File: config.mk
export PLATFORM = sky130hd
export DESIGN_NAME = scc_mem_dump_ctrl
export DESIGN_NICKNAME = d
export VERILOG_FILES = /design/src/rtl/scc_dump_pkg.sv /design/src/rtl/scc_word_assembler.sv /design/src/rtl/scc_mem_dump_ctrl.sv
export SDC_FILE = /design/constraint.sdc
export NUM_CORES = 1
export LEC_CHECK = 0
export ABC_AREA = 1
export ABC_CLOCK_PERIOD_IN_PS = 4350
export CAP_MARGIN = 10
export CORE_AREA = 2 2 118 120
export CTS_CLUSTER_SIZE = 14
export DETAILED_ROUTE_END_ITERATION = 6
export DIE_AREA = 0 0 120 122
export DONT_BUFFER_PORTS = 1
export GPL_TIMING_DRIVEN = 0
export PLACE_DENSITY = 0.69
export RECOVER_POWER = 100
export SYNTH_ARGS = -nofsm -noshare
export SYNTH_HDL_FRONTEND = slang
export SYNTH_HIERARCHICAL = 1
export SYNTH_SLANG_ARGS = --single-unit
File: constraint.sdc
create_clock -name clk -period 4.35 [get_ports clk]
set_input_delay 0 -clock clk [delete_from_list [all_inputs] [get_ports clk]]
set_output_delay 0 -clock clk [all_outputs]
set_load 0.01 [all_outputs]
File: src/rtl/scc_dump_pkg.sv
// scc_dump_pkg: shared definitions for the post-HALT memory dump sequencer.
//   state_e          dump FSM encoding (3-bit)
//   BYTES_PER_WORD   bytes assembled per dumped record
//   DEF_*_ADDR       default dump window (whole 64 KiB data memory)
package scc_dump_pkg;

  typedef enum logic [2:0] {
    S_IDLE  = 3'd0,
    S_GRANT = 3'd1,
    S_FETCH = 3'd2,
    S_LAST  = 3'd3,
    S_EMIT  = 3'd4,
    S_NEXT  = 3'd5,
    S_DONE  = 3'd6
  } state_e;

  localparam int          BYTES_PER_WORD = 4;
  localparam logic [15:0] DEF_START_ADDR = 16'h0000;
  localparam logic [15:0] DEF_END_ADDR   = 16'hFFFC;

endpackage

File: src/rtl/scc_word_assembler.sv
// scc_word_assembler: packs four sequential read bytes into a big-endian word.
//   clk, rst          clock, async active-low reset
//   i_clear           restart at lane 0 with an all-zero word
//   i_capture         i_byte is valid this cycle; store it in the current lane
//   i_byte            read data byte
//   o_word            assembled word, lane 0 in bits 31:24 (registered)
//   o_word_complete   the byte captured this cycle is lane 3
module scc_word_assembler (
  input  logic        clk,
  input  logic        rst,
  input  logic        i_clear,
  input  logic        i_capture,
  input  logic [7:0]  i_byte,
  output logic [31:0] o_word,
  output logic        o_word_complete
);

  logic [1:0]  r_lane;
  logic [31:0] r_word;

  always_ff @(posedge clk or negedge rst) begin
    if (!rst) begin
      r_lane <= 2'd0;
      r_word <= 32'd0;
    end else if (i_clear) begin
      r_lane <= 2'd0;
      r_word <= 32'd0;
    end else if (i_capture) begin
      case (r_lane)
        2'd0:    r_word[31:24] <= i_byte;
        2'd1:    r_word[23:16] <= i_byte;
        2'd2:    r_word[15:8]  <= i_byte;
        default: r_word[7:0]   <= i_byte;
      endcase
      r_lane <= r_lane + 2'd1;
    end
  end

  assign o_word          = r_word;
  assign o_word_complete = i_capture && (r_lane == 2'd3);

endmodule

File: src/rtl/scc_mem_dump_ctrl.sv
// scc_mem_dump_ctrl: after core HALT, takes the byte-wide data-memory read
// port, walks [START_ADDR, END_ADDR] in word steps and streams big-endian
// (address, word) records to the dump writer.
//   clk, rst                 clock, async active-low reset
//   halt_f                   core HALT flag (starts the dump)
//   mem_grant                dump owns the memory read port
//   mem_addr/mem_rd_en       byte read request; mem_rdata valid 1 cycle later
//   mem_rdata                read data byte
//   rec_valid/rec_ready      record stream handshake
//   rec_addr/rec_data        record word address and big-endian word
//   rec_count                records accepted (saturating)
//   busy/done                dump in progress / finished (sticky)
module scc_mem_dump_ctrl import scc_dump_pkg::*; #(
  parameter int                ADDR_W     = 16,
  parameter logic [ADDR_W-1:0] START_ADDR = ADDR_W'(DEF_START_ADDR),
  parameter logic [ADDR_W-1:0] END_ADDR   = ADDR_W'(DEF_END_ADDR),
  parameter bit                SKIP_ZERO  = 1'b1
) (
  input  logic              clk,
  input  logic              rst,
  input  logic              halt_f,
  output logic              mem_grant,
  output logic [ADDR_W-1:0] mem_addr,
  output logic              mem_rd_en,
  input  logic [7:0]        mem_rdata,
  output logic              rec_valid,
  input  logic              rec_ready,
  output logic [ADDR_W-1:0] rec_addr,
  output logic [31:0]       rec_data,
  output logic [ADDR_W-2:0] rec_count,
  output logic              busy,
  output logic              done
);

  localparam logic [ADDR_W-1:0] ADDR_ONE  = ADDR_W'(1);
  localparam logic [ADDR_W-1:0] WORD_STEP = ADDR_W'(BYTES_PER_WORD);
  localparam logic [ADDR_W-2:0] CNT_ONE   = (ADDR_W-1)'(1);

  state_e            r_state;
  logic [ADDR_W-1:0] r_ptr;
  logic [1:0]        r_fcnt;
  logic              r_grant;
  logic [ADDR_W-1:0] r_addr;
  logic              r_rd_en;
  logic              r_rd_d;     // read issued last cycle -> mem_rdata valid now
  logic              r_valid;
  logic [ADDR_W-1:0] r_rec_addr;
  logic [31:0]       r_rec_data;
  logic [ADDR_W-2:0] r_count;
  logic              r_busy;
  logic              r_done;

  logic        w_clear;
  logic [31:0] w_word;
  logic        w_word_complete;
  logic [31:0] w_full;

  // Lane counter restarts before every word's first fetch.
  assign w_clear = (r_state == S_GRANT) || (r_state == S_NEXT);

  scc_word_assembler u_asm (
    .clk             (clk),
    .rst             (rst),
    .i_clear         (w_clear),
    .i_capture       (r_rd_d),
    .i_byte          (mem_rdata),
    .o_word          (w_word),
    .o_word_complete (w_word_complete)
  );

  // In LAST lane 3 is still zero in the register; merge the byte arriving now
  // so the skip/emit decision does not cost an extra cycle.
  assign w_full = w_word | {24'd0, mem_rdata};

  always_ff @(posedge clk or negedge rst) begin
    if (!rst) begin
      r_state    <= S_IDLE;
      r_ptr      <= START_ADDR;
      r_fcnt     <= 2'd0;
      r_grant    <= 1'b0;
      r_addr     <= '0;
      r_rd_en    <= 1'b0;
      r_rd_d     <= 1'b0;
      r_valid    <= 1'b0;
      r_rec_addr <= '0;
      r_rec_data <= 32'd0;
      r_count    <= '0;
      r_busy     <= 1'b0;
      r_done     <= 1'b0;
    end else begin
      r_rd_d <= r_rd_en;
      case (r_state)
        S_IDLE: begin
          if (halt_f && !r_done) begin
            r_state <= S_GRANT;
            r_grant <= 1'b1;
            r_busy  <= 1'b1;
          end
        end
        S_GRANT: begin
          // Turnaround cycle for the memory mux; first read goes out next.
          r_state <= S_FETCH;
          r_addr  <= r_ptr;
          r_rd_en <= 1'b1;
          r_fcnt  <= 2'd0;
        end
        S_FETCH: begin
          if (r_fcnt == 2'd3) begin
            r_rd_en <= 1'b0;
            r_state <= S_LAST;
          end else begin
            r_addr <= r_addr + ADDR_ONE;
            r_fcnt <= r_fcnt + 2'd1;
          end
        end
        S_LAST: begin
          if (w_word_complete) begin
            if (SKIP_ZERO && (w_full == 32'd0)) begin
              r_state <= S_NEXT;
            end else begin
              r_rec_addr <= r_ptr;
              r_rec_data <= w_full;
              r_valid    <= 1'b1;
              r_state    <= S_EMIT;
            end
          end
        end
        S_EMIT: begin
          if (rec_ready) begin
            r_valid <= 1'b0;
            if (r_count != '1) r_count <= r_count + CNT_ONE;
            r_state <= S_NEXT;
          end
        end
        S_NEXT: begin
          // Compare before incrementing so a window ending at the top of
          // memory never wraps back to address 0.
          if (r_ptr == END_ADDR) begin
            r_state <= S_DONE;
            r_grant <= 1'b0;
            r_busy  <= 1'b0;
            r_done  <= 1'b1;
          end else begin
            r_ptr   <= r_ptr + WORD_STEP;
            r_addr  <= r_ptr + WORD_STEP;
            r_rd_en <= 1'b1;
            r_fcnt  <= 2'd0;
            r_state <= S_FETCH;
          end
        end
        S_DONE: begin
        end
        default: r_state <= S_IDLE;
      endcase
    end
  end

  assign mem_grant = r_grant;
  assign mem_addr  = r_addr;
  assign mem_rd_en = r_rd_en;
  assign rec_valid = r_valid;
  assign rec_addr  = r_rec_addr;
  assign rec_data  = r_rec_data;
  assign rec_count = r_count;
  assign busy      = r_busy;
  assign done      = r_done;

endmodule

### Word level (Yosys, flattened, before mapping)

Index checks and enable logic that the tools add are counted.

* flip-flop bits (word level): 139
* bits of input ports: 12
* output and inout port bits: 84
* word-level logic and storage cells: 106

* add/sub/neg operators: 5
* eq/ne operators: 21
* multiplexer cells: 31
* bitwise logic cells: 4
* reductions and logical operators: 28

Operators with widths (number)
* 32-bit two-way mux: 2
* 16-bit one-hot mux with 3 select lines: 1
* 32-bit zero test: 1
* 16-bit two-way mux: 2
* 8-bit two-way mux: 4
* 32-bit by 8-bit bitwise OR with 32-bit output: 1
* 3-bit one-hot mux with 7 select lines: 1
* 16-bit by 1-bit adder with 16-bit output (second input constant): 1
* 16-bit by 3-bit adder with 16-bit output (second input constant): 1
* 16-bit == test (second input constant): 1
* 15-bit by 1-bit adder with 15-bit output (second input constant): 1
* 3-bit two-way mux: 5
* 15-bit inequality test (second input constant): 1
* 3-bit AND reduction: 5
* 2-bit inequality test (second input constant): 6
* 2-bit AND reduction: 6
* 2-bit nonzero test: 6
* 3-bit == test (second input constant): 3
* 1-bit two-way mux: 8
* 2-bit two-way mux: 4
* 2-bit == test (second input constant): 3
* 3-bit by 2-bit == test with 1-bit output (second input constant): 2
* 2-bit by 1-bit inequality test with 1-bit output (second input constant): 3
* 2-bit one-hot mux with 3 select lines: 1
* other kinds (15): 20

### Longest topological paths before layout

Gate-level depths: netlist of run 1.

* word-level depth: 5
* mapped depth: 13
* depth with buffers taken out: 12

### Cells and area by module

Netlist of run 1, hierarchy kept.

Modules (own cells, without submodules)
* scc_mem_dump_ctrl: instances 1, cells an instance 735, area each 5509.0 um^2, seq. area each 2527.4 um^2
* scc_word_assembler: instances 1, cells an instance 176, area each 1716.6 um^2, seq. area each 850.8 um^2

### Worst setup path after synthesis of run 1

Ideal clock, no wire load.

* path type: register to register
* start: register r_count[0] (netlist: rec_count[0])
* end: register r_count[13] (netlist: rec_count[13])
* setup time: 0.120 ns
* arrival time: 1.525 ns
* required time: 4.230 ns
* path slack: 2.705 ns
* cell stages (with the launch flop): 12
* buffers on the path: 1
* period minus slack after synthesis: 1.645 ns
* cells stage by stage: dfrtp_1 ha_1 nand2_1 nor2_2 nand2_1 nor2_2 nand2_1 nand2_2 inv_2 buf_4 o21ai_1 nand2_1

* word-level cells in the longest chain between the ends: 2

Ends and longest elaborated chain
* start, declared: RTL line scc_mem_dump_ctrl.sv:49 `logic [ADDR_W-2:0] r_count;`
* start signal, assigned: RTL line scc_mem_dump_ctrl.sv:131 `if (r_count != '1) r_count <= r_count + CNT_ONE;`
* parallel branches: the longest is 2 deep, another holds 15-bit by 1-bit adder with 15-bit output

Several ways; the timed one is not identified.
A chain may end at the register's enable or synchronous reset.

### Worst setup path after layout of run 1

* start: register r_state[0]
* end: register u_asm.r_word[5] (netlist: u_asm/o_word[5])

* word-level cells in the longest chain between the ends: 4

Ends and longest elaborated chain
* start, declared: RTL line scc_mem_dump_ctrl.sv:39 `state_e r_state;`
* start signal, assigned: RTL line scc_mem_dump_ctrl.sv:77 `r_state <= S_IDLE;`
* start signal, assigned: RTL line scc_mem_dump_ctrl.sv:95 `r_state <= S_GRANT;`
* start signal, assigned: RTL line scc_mem_dump_ctrl.sv:102 `r_state <= S_FETCH;`
* 3-bit by 1-bit == test with 1-bit output or 3-bit == test (tied branches): RTL line scc_mem_dump_ctrl.sv:59 `assign w_clear = (r_state == S_GRANT) || (r_state == S_NEXT);`
* 1-bit logical OR (*): RTL line scc_mem_dump_ctrl.sv:59
* net w_clear: RTL line scc_mem_dump_ctrl.sv:53 `logic w_clear;`
* 2-bit by 1-bit inequality test with 1-bit output (no line) or 2-bit nonzero test (tied branches)
* 2-bit AND reduction (no line)
* end signal, assigned: RTL line scc_word_assembler.sv:33 `default: r_word[7:0] <= i_byte;`
* end, declared: RTL line scc_word_assembler.sv:19 `logic [31:0] r_word;`

The timed path passes the listed nets; every way through them passes the cells marked *.

==> impl_metrics.env, run 1 <==
export IMPL_htreeDepth=4
export IMPL_power_density_mw_per_mm2=597
export IMPL_synthTopCellsByCount="nand2_1, dfrtp_1, nand3_1"
export IMPL_ys_seq_elements=135
export IMPL_hold_viol=0
export IMPL_leakage_nw=4.16
export IMPL_vdd_drop_max_mv=0.351
export IMPL_crit_type="reg2reg"
export IMPL_slew_viol_final=0
export IMPL_via_per_inst=5.14
export IMPL_seq_area_frac_synth_pct=46.8
export IMPL_clk_pin_slew_ns=0.07
export IMPL_cts_root_buf="clkbuf_16"
export IMPL_cts_tree="done"
export IMPL_final_nets=964
export IMPL_critPathSlowestCell="clkbuf_1"
export IMPL_crit_top_cell="clkbuf_1"
export IMPL_grt_pass1_vias=5491
export IMPL_rsz0062_at_grt="no"
export IMPL_die_h_um=122
export IMPL_dieArea_sq_mm=0.0146
export IMPL_core_sq_mm=0.0135
export IMPL_min_path_type="in2async"
export IMPL_drive_gt1_share_pct=9.41
export IMPL_post_cts_setup_buffer_count=0
export IMPL_fin_crit_ns=2.53
export IMPL_routed_wl_um=16800
export IMPL_drt_iter0_drc=495
export IMPL_dp_hpwl_um=11900
export IMPL_numCtsBuffers=17
export IMPL_core_rowCount=43
export IMPL_synth_distinct_cells=43
export IMPL_die_w_um=120
export IMPL_setup_viol=0
export IMPL_run_status="finished, final reports clean"
export IMPL_synth_area_leaders="dfrtp_1, nand2_1, nand3_1"
export IMPL_synth_top_cell_area_share_pct=46.8
export IMPL_grt_total_usage_pct=24.1
export IMPL_path_buf_inv=4
export IMPL_required_ns=4.66
export IMPL_cpPeakStageDelay_ns=0.50
export IMPL_antenna_cells=0
export IMPL_ios=96
export IMPL_synth_warnings=6
export IMPL_clock_path_buffers=2
export IMPL_drcViolationCount=0
export IMPL_synth_edf_count=0
export IMPL_firstDrtPassIters=5
export IMPL_ant_nets=0
export IMPL_synth_most_common_cell="nand2_1"
export IMPL_path_cells="inv_1 -> nor2_1 -> clkbuf_1 -> clkinvlp_2 -> clkbuf_1 -> nand3_2 -> nand2_1"
export IMPL_grt_pass1_wl_um=27600
export IMPL_grt_start_max_net_pins=136
export IMPL_post_route_period_util_pct=58.0
export IMPL_setup_tns_ns=0
export IMPL_startpoint_type="flip-flop"
export IMPL_wire_per_inst_um=14.8
export IMPL_fin_cells=1136
export IMPL_drv_cap=0
export IMPL_arrival_ns=2.83
export IMPL_port_buffers=0
export IMPL_avgSynthCellArea_sq_um=7.93
export IMPL_clk_latency_ns=0.42
export IMPL_yosysTopAreaCell="dfrtp_1"
export IMPL_postSynthCellCount=911
export IMPL_ys_async_sr_fraction_pct=100
export IMPL_worstMarginPinSlew_ns=0.757
export IMPL_syn_cell_area_sq_mm=0.00723
export IMPL_cts_resized=0
export IMPL_end_kind="flip-flop"
export IMPL_syn2layout_area_growth_pct=11.4
export IMPL_path_max_fanout=10
export IMPL_dpl_cell_count=1092
export IMPL_cp_top_family="buffers and inverters"
export IMPL_max_clock_freq_mhz=396
export IMPL_start_util_pct=53.5
export IMPL_relSlewSlack_pct=49.5
export IMPL_synth_ff_type="dfrtp_1"
export IMPL_antenna_found_initial=0
export IMPL_clkSinkCount=135
export IMPL_clock_skew_ns=0.00780
export IMPL_globalplace_congestion=0.873
export IMPL_vias=5840
export IMPL_hold_buffers=12
export IMPL_grt_overflow=0
[area by class of cell]
type | instances | area (sq um)
clock buffers | 17 | 425
flip-flops and latches | 135 | 3380
repair buffers | 12 | 138
fillers | 1245 | 5450
multi-input cells | 660 | 3120
clock inverters | 15 | 184
plain buffers | 33 | 230
inverters | 84 | 352
well taps | 180 | 225
[state kept, by name, summed over array words and instances (netlist names)]
signal,count
busy,1
done,1
mem_addr,16
mem_rd_en,1
r_fcnt,2
r_ptr,14
r_rd_d,1
r_state,3
rec_addr,14
rec_count,15
rec_data,32
rec_valid,1
u_asm/o_word,32
u_asm/r_lane,2
[power breakdown]
group / internal, mW / switching, mW
Clock: 0.871 / 0.608
Sequential: 1.58 / 0.401
Combinational: 0.471 / 0.870
Total: 2.93 / 1.88
[metal layers]
layer,global-route usage (%),vias up,share of wire [%]
met4,8.31,0,2.1
met1,31.1,2748,45
li1,-,2947,-
met2,39.8,121,49
met5,0,-,0
met3,5.95,24,4.4
[stage by stage]
stage / hold WS, ns / utilization [%] / cell area (sq um) / setup slack (ns) / power (mW)
2_1_floorplan: -0.296 / - / 7230 / 2.71 / 3.05
3_3_place_gp: -0.291 / 55.2 / 7450 / 2.37 / 3.37
3_5_place_dp: -0.290 / 55.2 / 7450 / 2.32 / 3.39
4_1_cts: 0.267 / 60.7 / 8200 / 2.32 / 4.93
5_1_grt: 0.294 / 59.6 / 8050 / 1.63 / 5.13
6_report: 0.189 / 59.6 / 8050 / 1.82 / 4.81
[path summary, 6_finish.rpt]
path / from / end / slack, ns / cells past startpoint
hold reg to reg: r_fcnt[1] / r_fcnt[1] / 0.48 / 2
max in group asynchronous: rst / rec_data[0] / 3.63 / 2
setup reg to reg: r_state[0] / u_asm/o_word[5] / 1.82 / 7
hold / removal: rst / rec_count[1] / 0.19 / 2
min in group clk: halt_f / busy / 0.37 / 5
setup / recovery: r_state[0] / u_asm/o_word[5] / 1.82 / 7
[cell usage in the layout, fill, tap and decap left out, types with 4 or more instances in the layout]
cell / count
clkbuf_1: 16
ha_1: 9
nor2_1: 69
clkbuf_16: 17
nand2_1: 345
dlygate4sd3_1: 11
xor2_1: 13
nand3_2: 13
o21ai_1: 4
dfrtp_1: 135
inv_1: 74
inv_8: 5
nand3_1: 117
clkinv_4: 4
nor2_2: 6
nand2_8: 4
a21oi_1: 4
inv_6: 4
o21bai_1: 4
nand4_1: 5
nor3_1: 13
o21ai_0: 27
buf_6: 10
[kinds of logic after synthesis]
| group | count (synthesis) | synth area share (%) |
|---|---|---|
| AND/OR/NAND/NOR | 587 | 36.5 |
| flip-flops | 135 | 46.8 |
| buffers and inverters | 117 | 9.61 |
| AO/OA/AOI/OAI | 46 | 3.55 |
| XOR/XNOR | 16 | 1.94 |
| adder cells (fa/ha/maj) | 9 | 1.56 |
| other | 1 | 0.0519 |
Power figures use the tool's default switching activity.
==> run 2, diff against run 1 <==
--- a/config.mk
+++ b/config.mk
@@ -5,16 +5,16 @@
 export SDC_FILE = /design/constraint.sdc
 export NUM_CORES = 1
 export LEC_CHECK = 0
-export ABC_AREA = 1
-export ABC_CLOCK_PERIOD_IN_PS = 4350
+export ABC_AREA = 0
+export ABC_CLOCK_PERIOD_IN_PS = 2050
 export CAP_MARGIN = 10
-export CORE_AREA = 2 2 118 120
+export CORE_AREA = 2 2 112 114
 export CTS_CLUSTER_SIZE = 14
 export DETAILED_ROUTE_END_ITERATION = 6
-export DIE_AREA = 0 0 120 122
+export DIE_AREA = 0 0 114 116
 export DONT_BUFFER_PORTS = 1
 export GPL_TIMING_DRIVEN = 0
-export PLACE_DENSITY = 0.69
+export PLACE_DENSITY = 0.72
 export RECOVER_POWER = 100
 export SYNTH_ARGS = -nofsm -noshare
 export SYNTH_HDL_FRONTEND = slang
==> constraint.sdc (replaced) <==
create_clock -name clk -period 2.05 [get_ports clk]
set_input_delay 0 -clock clk [delete_from_list [all_inputs] [get_ports clk]]
set_output_delay 0 -clock clk [all_outputs]
set_load 0.01 [all_outputs]
==> run 2 against run 1 <==
The run now ends with hold timing, setup timing left. Setup slack lost 1.9 ns. Power grew 120%. Clock power grew 110%. Fmax grew 21%. Synthesized cell count shrank 36%. Critical path type unchanged. First-iteration DRC count shrank 24%. Non-clock buffer count grew 27. Sequential power grew 130%.
==> impl_metrics.env, run 2 <==
export IMPL_run_status="finished with violations"
export IMPL_failed_checks="hold timing, setup timing"
export IMPL_worstRegToRegCells=6
export IMPL_dp_hpwl_um=10000
export IMPL_htreeDepth=4
export IMPL_syn_cell_area_sq_mm=0.00649
export IMPL_grt_start_max_net_pins=136
export IMPL_core_rowCount=40
export IMPL_synth_ff_type="dfrtp_1"
export IMPL_dieArea_sq_mm=0.0132
export IMPL_max_clock_freq_mhz=478
export IMPL_cts_tree="done"
export IMPL_clk_latency_ns=0.42
export IMPL_clk_pin_slew_ns=0.06
export IMPL_final_cell_mix="dfrtp_1, nor2_1, nand2b_1"
export IMPL_cpPeakStageDelay_ns=0.42
export IMPL_leakage_nw=3.72
export IMPL_p_sw_mw=3.63
export IMPL_seq_area_frac_synth_pct=52.0
export IMPL_finalPower_mw=10.7
export IMPL_synth_most_common_cell="dfrtp_1"
export IMPL_synth_area_mux_share_pct=12.2
export IMPL_clkSinkCount=135
export IMPL_power_density_mw_per_mm2=1360
export IMPL_p_sw_share_pct=34.0
export IMPL_hold_viol=135
export IMPL_rrSetupSlack_ns=-0.04
export IMPL_syn2layout_area_growth_pct=20.9
export IMPL_hold_buffers=10
export IMPL_required_ns=2.35
export IMPL_ant_nets=0
export IMPL_p_seq_share_pct=42.0
export IMPL_grt_pass1_vias=4893
export IMPL_rsz0062_at_grt="yes"
export IMPL_drt_iter0_drc=378
export IMPL_via_per_inst=6.01
export IMPL_grt_total_usage_pct=24.1
export IMPL_cp_top_family="simple AND/OR/NAND/NOR gates"
export IMPL_p_int_mw=7.04
export IMPL_avgSynthCellArea_sq_um=11.1
export IMPL_min_path_type="in2async"
export IMPL_startpoint_type="flip-flop"
export IMPL_final_nets=665
export IMPL_yosysTopAreaCell="dfrtp_1"
export IMPL_fin_area_sq_mm=0.00785
export IMPL_synth_xor_xnor_area_share_pct=3.51
export IMPL_firstDrtPassIters=5
export IMPL_globalplace_congestion=0.921
export IMPL_cts_root_buf="clkbuf_16"
export IMPL_synth_top_family_by_area="simple AND/OR/NAND/NOR gates"
export IMPL_synth_edf_count=0
export IMPL_core_sq_mm=0.0119
export IMPL_slew_viol_final=0
export IMPL_antenna_cells=0
export IMPL_final_common_cell="dfrtp_1"
export IMPL_placed_cell_area_sq_mm=0.00668
export IMPL_post_route_period_util_pct=102
export IMPL_synthAdderAreaFrac_pct=1.73
export IMPL_clock_path_buffers=2
export IMPL_synth_compound_area_share_pct=9.56
export IMPL_wire_per_inst_um=19.0
export IMPL_p_comb_share_pct=28.9
export IMPL_ys_async_sr_fraction_pct=100
export IMPL_routed_wl_um=15300
export IMPL_path_cells="nor4_4 -> nand4_1 -> o31ai_4 -> buf_6 -> buf_4 -> mux2_1"
export IMPL_drv_cap=0
export IMPL_die_w_um=114
export IMPL_drcViolationCount=0
export IMPL_setup_viol=17
export IMPL_synth_area_leaders="dfrtp_1, mux2_2, mux2i_1"
export IMPL_hold_ws_ns=-0.722
export IMPL_cp_depth=6
export IMPL_start_util_pct=54.5
export IMPL_path_buf_inv=2
export IMPL_port_buffers=0
export IMPL_synthTopCellsByCount="dfrtp_1, nor2_1, nand2b_1"
export IMPL_critPathSlowestCell="dfrtp_1"
export IMPL_grt_overflow=0
export IMPL_numCtsBuffers=17
export IMPL_synth_warnings=6
export IMPL_antenna_found_initial=0
export IMPL_vdd_drop_max_mv=0.528
export IMPL_crit_type="reg2reg"
export IMPL_die_h_um=116
export IMPL_ys_seq_elements=135
export IMPL_fin_crit_ns=2.09
export IMPL_synth_distinct_cells=65
export IMPL_clock_skew_ns=0.00948
export IMPL_drive_gt1_share_pct=23.1
export IMPL_p_clk_share_pct=29.1
export IMPL_postSynthCellCount=586
export IMPL_grt_pass1_wl_um=24800
export IMPL_synth_simple_area_share_pct=17.7
export IMPL_vias=4834
export IMPL_end_kind="flip-flop"
export IMPL_path_max_fanout=10
export IMPL_setup_ws_ns=-0.0437
export IMPL_ios=96
export IMPL_arrival_ns=2.39
export IMPL_synth_top_cell_area_share_pct=52.0
-- run 2: repair_timing --
action	in CTS	in global routing
setup endpoints to repair	93	94
cloned	0	1
gates resized for setup	34	61
pin swaps	9	7
hold endpoints to repair	182	135
buffers inserted	16	11
-- run 2: cell type report --
class,count,area (sq um)
plain buffers,34,267
clock buffers,21,460
clock inverters,11,148
fillers,905,4070
inverters,9,33.8
multi-input cells,409,3070
flip-flops and latches,135,3380
well taps,147,184
repair buffers,38,302
-- run 2: logic make-up after synthesis --
group,after synthesis
mux,74
flops,135
simple gates,206
fa+ha+maj,9
other cells,1
compound gates,92
xor+xnor,26
buf+inv,43
-- run 2: power groups by stage --
stage / clock, mW / combinational, mW / sequential, mW
floorplan: 0 / 1.98 / 4.24
global placement: 0 / 2.35 / 4.46
global route: 3.27 / 3.41 / 4.59
detailed placement: 0 / 2.43 / 4.50
CTS: 3.15 / 2.84 / 4.45
finish: 3.11 / 3.09 / 4.48
-- run 2: path summary, 6_finish.rpt --
kind	startpoint	to
worst max-delay path	u_asm/o_word[2]	rec_data[30]
worst min-delay path	rst	rec_data[28]
worst max register to register	u_asm/o_word[2]	rec_data[30]
worst min register to register	r_fcnt[0]	r_fcnt[0]
max in group asynchronous	rst	r_ptr[3]
min in group clk	mem_rdata[2]	r_state[0]
-- run 2: per-stage QoR --
stage / worst slack (ns) / util (%) / setup TNS [ns] / cells
6_report: -0.0437 / 65.9 / -0.426 / 804
5_1_grt: -0.120 / 65.9 / -3.15 / 804
4_1_cts: -0.0165 / 64.1 / -0.0607 / 792
3_5_place_dp: -0.416 / 56.1 / -17.89 / 734
3_3_place_gp: -0.335 / 56.1 / -13.30 / 734
2_1_floorplan: 0.0749 / - / 0 / 587
-- run 2: per-layer routing --
layer,track usage [%],vias up,routed length [um]
met1,30.7,2411,6420
met5,0,-,0
met3,7.32,27,1240
met4,9.92,0,283
met2,38.7,192,7370
li1,-,2204,-
-- run 2: worst reg2reg max path: cells and delay by family, from the launching register on --
kind            cells  cell delay [ns]
compound gates      1             0.33
buf+inv             2             0.38
flops               1             0.42
mux                 1             0.33
simple gates        2             0.53
